==> src/rtl/obi_to_axi_core.sv <==
// ============================================================================
//  Module   : obi_to_axi_core
//  Purpose  : Bridge from an OBI master to AXI4. Each granted OBI request
//             becomes one single-beat AXI read (AR+R) or write (AW+W+B).
//             Only one transaction is in flight at a time, and each one ends
//             with a single-cycle rvalid_o pulse.
//  Ports    : clk_i       - clock, rising edge
//             arst_i      - asynchronous active-high reset
//             addr_i      - OBI request address
//             we_i        - 1 = write, 0 = read
//             wdata_i     - OBI write data
//             be_i        - OBI byte enables
//             req_i       - OBI request
//             gnt_o       - OBI grant (combinational, idle only)
//             rvalid_o    - OBI response valid (reads and writes)
//             rdata_o     - OBI read data (0 for writes)
//             axi_req_o   - AXI master request struct
//             axi_resp_i  - AXI slave response struct
//  Revision : 1.0 - initial release
// ============================================================================
`default_nettype none

package obi_to_axi_pkg;

  localparam int unsigned AXI_ID_W   = 4;
  localparam int unsigned AXI_ADDR_W = 32;
  localparam int unsigned AXI_DATA_W = 32;
  localparam int unsigned AXI_STRB_W = AXI_DATA_W / 8;
  localparam int unsigned AXI_USER_W = 1;

  typedef struct packed {
    logic [AXI_ID_W-1:0]   id;
    logic [AXI_ADDR_W-1:0] addr;
    logic [7:0]            len;
    logic [2:0]            size;
    logic [1:0]            burst;
    logic                  lock;
    logic [3:0]            cache;
    logic [2:0]            prot;
    logic [3:0]            qos;
    logic [3:0]            region;
    logic [5:0]            atop;
    logic [AXI_USER_W-1:0] user;
  } axi_aw_chan_t;

  typedef struct packed {
    logic [AXI_DATA_W-1:0] data;
    logic [AXI_STRB_W-1:0] strb;
    logic                  last;
    logic [AXI_USER_W-1:0] user;
  } axi_w_chan_t;

  typedef struct packed {
    logic [AXI_ID_W-1:0]   id;
    logic [1:0]            resp;
    logic [AXI_USER_W-1:0] user;
  } axi_b_chan_t;

  typedef struct packed {
    logic [AXI_ID_W-1:0]   id;
    logic [AXI_ADDR_W-1:0] addr;
    logic [7:0]            len;
    logic [2:0]            size;
    logic [1:0]            burst;
    logic                  lock;
    logic [3:0]            cache;
    logic [2:0]            prot;
    logic [3:0]            qos;
    logic [3:0]            region;
    logic [AXI_USER_W-1:0] user;
  } axi_ar_chan_t;

  typedef struct packed {
    logic [AXI_ID_W-1:0]   id;
    logic [AXI_DATA_W-1:0] data;
    logic [1:0]            resp;
    logic                  last;
    logic [AXI_USER_W-1:0] user;
  } axi_r_chan_t;

  typedef struct packed {
    axi_aw_chan_t aw;
    logic         aw_valid;
    axi_w_chan_t  w;
    logic         w_valid;
    logic         b_ready;
    axi_ar_chan_t ar;
    logic         ar_valid;
    logic         r_ready;
  } axi_req_t;

  typedef struct packed {
    logic         aw_ready;
    logic         ar_ready;
    logic         w_ready;
    logic         b_valid;
    axi_b_chan_t  b;
    logic         r_valid;
    axi_r_chan_t  r;
  } axi_resp_t;

endpackage

module obi_to_axi_core #(
  parameter int unsigned OBI_ADDRW = 32,
  parameter int unsigned OBI_DATAW = 32,
  parameter int unsigned OBI_STRBW = OBI_DATAW / 8,
  parameter type axi_req_t  = obi_to_axi_pkg::axi_req_t,
  parameter type axi_resp_t = obi_to_axi_pkg::axi_resp_t
) (
  input  logic                 clk_i,
  input  logic                 arst_i,
  input  logic [OBI_ADDRW-1:0] addr_i,
  input  logic                 we_i,
  input  logic [OBI_DATAW-1:0] wdata_i,
  input  logic [OBI_STRBW-1:0] be_i,
  input  logic                 req_i,
  output logic                 gnt_o,
  output logic                 rvalid_o,
  output logic [OBI_DATAW-1:0] rdata_o,
  output axi_req_t             axi_req_o,
  input  axi_resp_t            axi_resp_i
);

  localparam logic [2:0] AX_SIZE    = 3'($clog2(OBI_STRBW));
  localparam logic [1:0] BURST_INCR = 2'b01;

  typedef enum logic [2:0] {
    IDLE = 3'd0,
    AR   = 3'd1,
    R    = 3'd2,
    AWW  = 3'd3,
    B    = 3'd4,
    RESP = 3'd5
  } state_t;

  state_t                 state;
  axi_req_t               axi_req_q;
  logic                   rvalid_q;
  logic [OBI_DATAW-1:0]   rdata_q;

  // A channel counts as done once its valid has dropped or is handshaking now.
  logic aw_done;
  logic w_done;

  assign aw_done = ~axi_req_q.aw_valid | axi_resp_i.aw_ready;
  assign w_done  = ~axi_req_q.w_valid  | axi_resp_i.w_ready;

  // Grant is combinational in IDLE; masked during reset so every output is 0.
  assign gnt_o     = req_i & (state == IDLE) & ~arst_i;
  assign axi_req_o = axi_req_q;
  assign rvalid_o  = rvalid_q;
  assign rdata_o   = rdata_q;

  // Response fields the bridge deliberately ignores: errors are not
  // reported on OBI and IDs are always zero.
  logic unused_resp_fields;
  assign unused_resp_fields = ^{axi_resp_i.b, axi_resp_i.r.id, axi_resp_i.r.resp,
                                axi_resp_i.r.last, axi_resp_i.r.user};

  always_ff @(posedge clk_i or posedge arst_i) begin
    if (arst_i) begin
      state     <= IDLE;
      axi_req_q <= '0;
      rvalid_q  <= 1'b0;
      rdata_q   <= '0;
    end else begin
      case (state)
        IDLE: begin
          if (req_i) begin
            // Payload is latched into the outgoing struct so it stays
            // stable for as long as the valids are up.
            axi_req_q.ar.addr  <= addr_i;
            axi_req_q.ar.size  <= AX_SIZE;
            axi_req_q.ar.burst <= BURST_INCR;
            axi_req_q.aw.addr  <= addr_i;
            axi_req_q.aw.size  <= AX_SIZE;
            axi_req_q.aw.burst <= BURST_INCR;
            axi_req_q.w.data   <= wdata_i;
            axi_req_q.w.strb   <= be_i;
            axi_req_q.w.last   <= 1'b1;
            // Writes answer with zero data; reads overwrite this in R.
            rdata_q            <= '0;
            if (we_i) begin
              axi_req_q.aw_valid <= 1'b1;
              axi_req_q.w_valid  <= 1'b1;
              state              <= AWW;
            end else begin
              axi_req_q.ar_valid <= 1'b1;
              state              <= AR;
            end
          end
        end

        AR: begin
          if (axi_resp_i.ar_ready) begin
            axi_req_q.ar_valid <= 1'b0;
            axi_req_q.r_ready  <= 1'b1;
            state              <= R;
          end
        end

        R: begin
          if (axi_resp_i.r_valid) begin
            axi_req_q.r_ready <= 1'b0;
            rdata_q           <= axi_resp_i.r.data;
            rvalid_q          <= 1'b1;
            state             <= RESP;
          end
        end

        AWW: begin
          if (axi_resp_i.aw_ready) axi_req_q.aw_valid <= 1'b0;
          if (axi_resp_i.w_ready)  axi_req_q.w_valid  <= 1'b0;
          if (aw_done && w_done) begin
            axi_req_q.b_ready <= 1'b1;
            state             <= B;
          end
        end

        B: begin
          if (axi_resp_i.b_valid) begin
            axi_req_q.b_ready <= 1'b0;
            rvalid_q          <= 1'b1;
            state             <= RESP;
          end
        end

        RESP: begin
          rvalid_q <= 1'b0;
          state    <= IDLE;
        end

        default: state <= IDLE;
      endcase
    end
  end

endmodule

`default_nettype wire

==> config.mk <==
export PLATFORM = sky130hd
export DESIGN_NAME = obi_to_axi_core
export DESIGN_NICKNAME = d
export VERILOG_FILES = /design/src/rtl/obi_to_axi_core.sv
export SDC_FILE = /design/constraint.sdc
export NUM_CORES = 1
export LEC_CHECK = 0
export ABC_AREA = 1
export BUFFER_PORTS_ARGS = -buffer_cell sky130_fd_sc_hd__buf_2
export CELL_PAD_IN_SITES_DETAIL_PLACEMENT = 0
export CELL_PAD_IN_SITES_GLOBAL_PLACEMENT = 1
export CORE_MARGIN = 2
export CORE_UTILIZATION = 29
export DETAILED_ROUTE_END_ITERATION = 8
export GPL_TIMING_DRIVEN = 1
export HOLD_SLACK_MARGIN = 0.08
export PLACE_DENSITY_LB_ADDON = 0.1
export SLEW_MARGIN = 20
export SYNTH_ARGS = -nofsm -noshare
export SYNTH_HDL_FRONTEND = slang
export SYNTH_SLANG_ARGS = --single-unit
==> constraint.sdc <==
create_clock -name clk_i -period 3.5 [get_ports clk_i]
set_input_delay 0.175 -clock clk_i [delete_from_list [all_inputs] [get_ports clk_i]]
set_output_delay 0.175 -clock clk_i [all_outputs]
set_load 0.01 [all_outputs]
==> flow_summary.yaml, run 1 <==
yosys:
  ys_seq_area_share_pct: 52.0
  syn_inst: 624
  synth_simple_gate_area_share_pct: 27.2
  synth_top_family_by_area: "simple AND/OR/NAND/NOR gates"
  ys_types: 21
  synth_compound_area_share_pct: 1.32
  netlist_area_mm2: 0.00530
  synth_seq_cells: 110
  yosys_warnings: 65
  synthXorXnorAreaFrac_pct: 0
  muxShareOfSynthArea_pct: 0
  synth.avg_cell_area_um2: 8.49
  synth_fa_ha_area_share_pct: 0
cells_and_area:
  layout_commonest_cell: "nand2_1"
  diodes: 0
  area_growth_pct: 41.2
  fin_nets: 1054
  layout-drive-gt1-share_pct: 30.2
  final_cell_mix: "nand2_1, buf_2, dfrtp_1"
setup_path:
  cp_top_family: "simple AND/OR/NAND/NOR gates"
  reg2reg_slack_ns: 1.13
  ff2ff_path_depth: 8
  crit_path_max_incr_delay_ns: 0.59
  worst_setup_path_end_kind: "flip-flop"
  cpMaxStageDelayCell: "nand2_2"
  worst_setup_path_start_kind: "flip-flop"
  cpMostUsedCell: "nand2_2"
  arrival_ns: 2.65
  worstReg2RegEnd: "rdata_o[0]$_DFFE_PP0P_"
  cp_cell_sequence: "inv_2, nand2_2, nor2_4, buf_4, nand2_4, nand2_2, nand3_1, nand2_1"
  worst-setup-path-type: "reg2reg"
  critical_path_required_ns: 3.78
  cp_max_fo: 35
  crit_buf_inv: 2
  r2r_start: "state[2]$_DFFE_PP0P_"
sta:
  worstMarginPinSlew_ns: 0.708
  slew_headroom_pct: 52.8
  timing.final.crit_share_pct: 67.7
  hold_viol_final: 0
  rsz0062_at_grt: "false"
  clock_skew_ns: 0.00662
  hold_ws_ns: 0.171
  fin_ws_ns: 1.13
  tns_ns: 0
  report.final.setup_viol: 0
  maxSlewViolCount: 0
  post-route-min-period_ns: 2.37
  fmax_ghz: 0.422
cts:
  cts_resized: 0
  clkLatencyLatePin_ns: 0.35
  post_cts_buffers: 0
  h-tree-depth: 3
  cts_made_buffers: 9
  cts-root-buf: "clkbuf_16"
  holdBufCountCts: 102
  cts_tree: "built"
  path_clk_slew_ns: 0.07
  clock_sinks: 110
  cts.path.max_buffers: 2
floorplanning:
  initial_core_util_pct: 29.5
  coreArea_mm2: 0.0180
  die_w_um: 139
  die_area_mm2: 0.0194
  rows: 49
  ios: 339
  die_h_um: 139
detailed_routing:
  wl_per_cell_um: 13.1
  via_per_inst: 4.08
  drcViolationCount: 0
  drt_iter0_markers: 165
  wl_mm: 15.2
  route.vias.total: 4750
  drtAntennaViolNets: 0
  firstDrtPassIters: 4
power:
  peakVddDrop_mv: 0.356
  leakage_nw: 4.39
  p_per_area_mw_per_mm2: 770
worst_hold_path:
  whs_endpoint: "axi_req_o[108]$_DFFE_PP0P_"
  hp-start: "axi_resp_i[51]"
  hold_path_class: "in2reg"
  whs_path_depth: 4
placement:
  place.gp.congestion: 0.744
  detailed_place_hpwl_mm: 10.2
  detailedPlace.worstSlack_ns: 1.17
  port_buffers: 252
grt:
  grt_pass1_vias: 4570
  grt_pass1_wl_mm: 24.2
  grt_usage_pct: 15.4
  antenna_found_initial: 0
  grt_max_degree: 59
  grt_overflow: 0
outcome:
  status: "finished, final reports clean"
flow_run:
  drv_cap: 0
==> layout make-up <==
type / instances / area [um2]
sequential: 110 / 2750
multi-input combinational: 434 / 1780
clock inverter: 4 / 23.8
tap: 229 / 287
fill: 1864 / 10500
inverter: 15 / 58.8
clock buffer: 11 / 243
timing repair buffer: 360 / 2340
==> stage by stage <==
step           util [%]  cell area, um2  cells  power, mW
6_report           41.6            7480   1163       5.76
4_1_cts            41.6            7480   1163       5.86
3_3_place_gp       34.5            6190   1046       4.76
5_1_grt            41.6            7480   1163       6.23
3_5_place_dp       34.5            6190   1046       4.77
2_1_floorplan         -            5560    694       3.97
==> power breakdown <==
part	leakage, nW	internal, mW	switching, mW
clock	0.135	0.497	0.461
combinational	2.86	1.01	1.56
sequential	1.40	1.86	0.370
total	4.39	3.37	2.39
==> kinds of logic after synthesis <==
family | count (synthesis)
DFF | 110
buffers and inverters | 150
other | 1
and+or+nand+nor | 350
AOI/OAI and AO/OA | 13
==> routing by layer <==
layer | GRT usage (%) | up-vias | share of wire [%]
li1 | - | 2373 | -
met5 | 0 | - | 0
met2 | 25.0 | 201 | 47
met3 | 3.52 | 15 | 6.7
met1 | 20.3 | 2161 | 45
met4 | 5.05 | 0 | 1.5
==> worst max-delay path by stage <==
stage,from,depth (start not counted),to
after global routing,state[2]$_DFFE_PP0P_,8,rdata_o[10]$_DFFE_PP0P_
after detailed placement,state[2]$_DFFE_PP0P_,8,rdata_o[8]$_DFFE_PP0P_
after global placement,state[2]$_DFFE_PP0P_,8,rdata_o[8]$_DFFE_PP0P_
after CTS,state[2]$_DFFE_PP0P_,8,rdata_o[10]$_DFFE_PP0P_
after floorplan,arst_i,1,axi_req_o[0]$_DFFE_PP0P_
final,state[2]$_DFFE_PP0P_,8,rdata_o[0]$_DFFE_PP0P_
==> synth_stat cells, drive strengths merged <==
| library cell | count | area share, % |
|---|---|---|
| a21oi | 4 | 0.38 |
| inv | 15 | 1.1 |
| or2 | 1 | 0.12 |
| o21bai | 1 | 0.14 |
| nand3 | 72 | 6.8 |
| nand4 | 1 | 0.12 |
| conb | 1 | 0.071 |
| nand2 | 266 | 19 |
| o21a | 1 | 0.14 |
| clkbuf | 2 | 0.14 |
| nor2 | 10 | 0.90 |
| buf | 133 | 18 |
| dfrtp | 110 | 52 |
| o21ai | 7 | 0.66 |
==> state kept, by name, summed over array words and instances (netlist names) <==
register	count
state	3
rvalid_o	1
axi_req_o	74
rdata_o	32
==> worst register-to-register path, cell delays in order (launching register included) <==
cell and delay [ns]:
dfrtp_1 0.46, inv_2 0.12, nand2_2 0.07, nor2_4 0.08, buf_4 0.36, nand2_4 0.34
nand2_2 0.60, nand3_1 0.18, nand2_1 0.09
Note: power is estimated with default switching activity, not from simulation.
==> inputs of run 2 (changes only) <==
ABC_AREA = 0   (was 1)
CORE_UTILIZATION = 28   (was 29)
clock period = 2.02 ns   (was 3.5 ns; I/O delays follow)
==> flow_summary.yaml, run 2 <==
setup_path:
  worst-setup-path-type: "reg2reg"
  worst_setup_path_start_kind: "flip-flop"
  reg2reg_slack_ns: 0.32
  critPathLaunch: "state[2]$_DFFE_PP0P_"
  cp_max_fo: 27
  worstReg2RegEnd: "axi_req_o[160]$_DFFE_PP0P_"
  ff2ff_path_depth: 4
  r2r_start: "state[2]$_DFFE_PP0P_"
  critical_path_required_ns: 2.26
  worst_setup_path_end_kind: "flip-flop"
  setup.worst_path.end: "axi_req_o[160]$_DFFE_PP0P_"
  arrival_ns: 1.94
cells_and_area:
  fillers: 1746
  utilization_pct: 42.0
  layout_commonest_cell: "buf_2"
  largest_reg_flops: 74
  layout-drive-gt1-share_pct: 43.7
  area_growth_pct: 46.6
  postLayoutCellArea_mm2: 0.00760
  diodes: 0
  fin_nets: 909
  final_cell_mix: "buf_2, dfrtp_1, dlygate4sd3_1"
  instances_no_fill: 1019
cts:
  cts-root-buf: "clkbuf_16"
  clkLatencyLatePin_ns: 0.35
  cts_tree: "built"
  path_clk_slew_ns: 0.08
  cts_made_buffers: 9
  clock_sinks: 110
  cts.path.max_buffers: 2
  h-tree-depth: 3
yosys:
  yosys_warnings: 65
  async_flop_share_pct: 100
  synth_top_area_share_pct: 53.1
  synthMostInstantiatedCell: "dfrtp_1"
  syn_inst: 461
  ys_types: 29
  yosys-top-cells-area: "dfrtp_1, buf_4, mux2_2"
  synth_edf_count: 0
  ys_seq_area_share_pct: 53.1
  synth_seq_cells: 110
  netlist_area_mm2: 0.00518
  synth.avg_cell_area_um2: 11.2
  yosys-top-cells-count: "dfrtp_1, buf_4, nand2_1, mux2_2, nand3_1"
  synth_ff_type: "dfrtp_1"
  synth_top_cell_by_area: "dfrtp_1"
power:
  finalPower_mw: 10.2
  p_per_area_mw_per_mm2: 1340
  leakage_nw: 3.95
  peakVddDrop_mv: 0.505
detailed_routing:
  firstDrtPassIters: 8
  drtAntennaViolNets: 0
  drt_iter0_markers: 209
  route.vias.total: 4205
  wl_mm: 14.2
  routed.top_layer: "met4"
  wl_met2_mm: 7.28
  wl_met1_mm: 5.58
  wl_met3_mm: 1.09
  wl_per_cell_um: 13.9
  drcViolationCount: 25
  via_per_inst: 4.13
grt:
  grt_max_degree: 111
  grt_usage_pct: 14.3
  grt_pass1_vias: 4303
  grt_pass1_wl_mm: 22.4
  grt_overflow: 0
  antenna_found_initial: 0
sta:
  clock_skew_ns: 0.0124
  worstMarginPinSlew_ns: 0.629
  maxSlewViolCount: 0
  timing.final.crit_share_pct: 84.0
  slew_headroom_pct: 58.1
  report.final.setup_viol: 0
  fmax_ghz: 0.590
  rsz0062_at_grt: "false"
  tns_ns: 0
  hold_viol_final: 0
  post-route-min-period_ns: 1.70
floorplanning:
  rows: 49
  ios: 339
  die_w_um: 140
  initial_core_util_pct: 28.7
  coreArea_mm2: 0.0181
  die_h_um: 140
  die_area_mm2: 0.0196
placement:
  dp_cells: 897
  place.gp.congestion: 0.750
  placed_cell_area_mm2: 0.00625
  port_buffers: 252
  detailed_place_hpwl_mm: 9.85
flow_run:
  drv_cap: 0
worst_hold_path:
  hold_path_class: "in2reg"
outcome:
  violations: "design-rule violations"
  status: "finished, violations left"
[run 2: timing repair]
action | in CTS | in global routing
buffers inserted | 0 | 0
hold buffers | 106 | 0
hold endpoints to repair | 215 | 0
gates resized for setup | 0 | 0
endpoints found under the setup margin | 0 | 0
[run 2: routing by layer]
metal | GRT usage [%] | vias up
li1 | - | 1996
met5 | 0 | -
met2 | 26.3 | 189
met3 | 4.21 | 13
met1 | 15.8 | 2007
met4 | 4.41 | 0
[run 2: cell type report]
class | instances | area, um2 | area share, %
timing repair buffer | 370 | 2490 | 32.7
tap | 229 | 287 | 3.77
inverter | 5 | 22.5 | 0.296
clock inverter | 6 | 55.1 | 0.724
sequential | 110 | 2750 | 36.2
multi-input combinational | 289 | 1770 | 23.2
clock buffer | 10 | 229 | 3.01
[run 2: cells by family after synthesis]
kind of cell,after synthesis,synth area share [%]
buffers and inverters,132,17.9
AND/OR/NAND/NOR,124,10.8
flip-flops,110,53.1
multiplexers,70,15.2
AO/OA/AOI/OAI,24,2.90
other,1,0.0723
[run 2: report_power, final]
group | leakage [nW] | switching, mW | internal, mW
sequential | 1.36 | 0.601 | 3.22
combinational | 2.45 | 2.44 | 2.20
clock | 0.137 | 0.869 | 0.861
total | 3.95 | 3.91 | 6.28
[run 2: worst min-delay path by stage]
stage	startpoint	to	slack, ns	depth (start not counted)
detailed placement	wdata_i[30]	axi_req_o[106]$_DFFE_PP0P_	0.32	2
CTS	axi_resp_i[50]	axi_req_o[0]$_DFFE_PP0P_	0.09	3
global route	axi_resp_i[50]	axi_req_o[0]$_DFFE_PP0P_	0.14	3
finish	axi_resp_i[50]	axi_req_o[0]$_DFFE_PP0P_	0.10	3
global placement	addr_i[1]	axi_req_o[146]$_DFFE_PP0P_	0.32	2
floorplan	axi_resp_i[4]	rdata_o[0]$_DFFE_PP0P_	0.23	2
[run 2: worst max-delay path, cell delays in order (launching register included)]
cell,delay (ns)
dfrtp_1,0.37
nand2b_2,0.22
nor3_4,0.37
buf_12,0.25
mux2_2,0.35
[run 2: through the flow]
| stage | setup WS (ns) | hold slack, ns |
|---|---|---|
| 2_1_floorplan | -0.218 | 0.234 |
| 3_3_place_gp | 0.316 | 0.320 |
| 3_5_place_dp | 0.315 | 0.321 |
| 4_1_cts | 0.305 | 0.0880 |
| 5_1_grt | 0.249 | 0.137 |
| 6_report | 0.324 | 0.102 |
==> inputs of run 3 (changes only) <==
clock period = 1.5 ns   (was 2.02 ns; I/O delays follow)
==> flow_summary.yaml, run 3 (synthesis gave the netlist of run 2 again) <==
floorplanning:
  die_w_um: 140
  die_area_mm2: 0.0196
  initial_core_util_pct: 28.7
  ios: 339
  rows: 49
  coreArea_mm2: 0.0181
  die_h_um: 140
cts:
  cts_tree: "built"
  path_clk_slew_ns: 0.07
  cts_made_buffers: 9
  h-tree-depth: 3
  cts.path.max_buffers: 2
  clkLatencyLatePin_ns: 0.35
  cts-root-buf: "clkbuf_16"
  clock_sinks: 110
grt:
  gr-usage-met2_pct: 27.6
  grt_pass1_wl_mm: 23.2
  antenna_found_initial: 0
  top_usage_layer: "met2"
  grt_max_degree: 111
  grt_pass1_vias: 4345
  use_met1_pct: 17.2
  met3_usage_pct: 3.93
  grt_usage_pct: 15.0
  grt_overflow: 0
detailed_routing:
  drt_iter0_markers: 177
  drcViolationCount: 25
  drtAntennaViolNets: 0
  firstDrtPassIters: 7
  wl_per_cell_um: 15.3
  via_per_inst: 4.14
  wl_mm: 15.9
  route.vias.total: 4299
sta:
  report.final.setup_viol: 9
  fmax_ghz: 0.663
  hold_viol_final: 0
  timing.final.crit_share_pct: 101
  fin_ws_ns: -0.00769
  worstMarginPinSlew_ns: 0.599
  rsz0062_at_grt: "true"
  hold_ws_ns: 0.100
  slew_headroom_pct: 60.0
  clock_skew_ns: 0.00665
  tns_ns: -0.0324
  post-route-min-period_ns: 1.51
  maxSlewViolCount: 0
setup_path:
  worst_setup_path_start_kind: "flip-flop"
  r2r_start: "state[2]$_DFFE_PP0P_"
  arrival_ns: 1.73
  cpMaxStageDelayCell: "dfrtp_1"
  worstReg2RegEnd: "axi_req_o[104]$_DFFE_PP0P_"
  crit_path_max_incr_delay_ns: 0.39
  cpMostUsedCell: "buf_12"
  critical_path_required_ns: 1.73
  ff2ff_path_depth: 5
  worst_setup_path_end_kind: "flip-flop"
  cp_max_fo: 16
  cp_cell_sequence: "nand2b_4, nor3_4, buf_12, buf_12, mux2_1"
  worst-setup-path-type: "reg2reg"
  reg2reg_slack_ns: -0.008
cells_and_area:
  fin_nets: 928
  layout_commonest_cell: "buf_2"
  layout-drive-gt1-share_pct: 46.5
  utilization_pct: 44.7
  area_growth_pct: 55.9
  diodes: 0
  largest_reg_flops: 74
  final_cell_mix: "buf_2, dfrtp_1, dlygate4sd3_1"
  fillers: 1717
power:
  pwr-share-comb_pct: 47.9
  switching_power_mw: 5.57
  clkPwrFrac_pct: 18.2
  internal-power_mw: 9.70
  pwr-share-seq_pct: 33.9
  finalPower_mw: 15.3
  leakage_nw: 4.21
  switching_share_pct: 36.5
  p_per_area_mw_per_mm2: 1890
  peakVddDrop_mv: 0.613
outcome:
  status: "finished, violations left"
  violations: "design-rule violations, negative setup slack"
worst_hold_path:
  whs_endpoint: "axi_req_o[69]$_DFFE_PP0P_"
  hp-start: "req_i"
  hold_path_class: "in2reg"
  whs_path_depth: 3
placement:
  place.gp.congestion: 0.761
  detailedPlace.worstSlack_ns: -0.0315
  port_buffers: 252
  detailed_place_hpwl_mm: 10.5
flow_run:
  drv_cap: 0
-- run 3: worst max-delay path: cells and delay by family, from the launching register on --
kind                   cells  cell delay (ns)
flip-flops                 1             0.39
AND/OR/NAND/NOR            2             0.32
multiplexers               1             0.34
buffers and inverters      2             0.32
-- run 3: timing repair --
| item | CTS | global route |
|---|---|---|
| hold buffers | 106 | 0 |
| setup endpoints to repair | 64 | 100 |
| endpoints found under the hold margin | 215 | 0 |
| gates cloned | 1 | 5 |
| gates resized for setup | 18 | 32 |
| setup buffers | 3 | 3 |
| pin swaps | 0 | 2 |
-- run 3: worst max path at each step --
stage | from | to | slack [ns] | cells after the start
4_1_cts | state[2]$_DFFE_PP0P_ | axi_req_o[104]$_DFFE_PP0P_ | -0.03 | 5
5_1_grt | state[2]$_DFFE_PP0P_ | axi_req_o[74]$_DFFE_PP0P_ | -0.08 | 5
3_3_place_gp | state[2]$_DFFE_PP0P_ | axi_req_o[150]$_DFFE_PP0P_ | -0.005 | 5
3_5_place_dp | state[2]$_DFFE_PP0P_ | axi_req_o[150]$_DFFE_PP0P_ | -0.03 | 5
6_report | state[2]$_DFFE_PP0P_ | axi_req_o[104]$_DFFE_PP0P_ | -0.008 | 5
2_1_floorplan | arst_i | gnt_o | -0.69 | 2
-- run 3: power by group through the flow --
stage / sequential (mW) / clock (mW) / combinational, mW
finish: 5.17 / 2.77 / 7.32
global route: 5.37 / 2.99 / 7.94
CTS: 5.15 / 2.88 / 6.84
detailed placement: 5.20 / 0 / 6.36
global placement: 5.15 / 0 / 6.32
floorplan: 5.83 / 0 / 3.45
-- run 3: stage by stage --
| step | instances | area, um2 |
|---|---|---|
| floorplan | 531 | 5490 |
| global placement | 906 | 6350 |
| detailed placement | 906 | 6350 |
| CTS | 1032 | 7870 |
| global route | 1038 | 8080 |
| finish | 1038 | 8080 |
-- run 3: routing by layer --
layer  up-vias  wire, um  part of all wire (%)
met3        14      1130                   7.1
li1       2044         -                     -
met2       179      8210                    52
met5         -         0                     0
met4         0       170                   1.1
met1      2062      6340                    40
-- run 3: cell type report --
class	count	area (um2)	area share, %
clock inverter	6	115	1.42
clock buffer	10	229	2.83
inverter	5	22.5	0.279
sequential	110	2750	34.1
multi-input combinational	289	1920	23.7
timing repair buffer	389	2760	34.1
tap	229	287	3.54
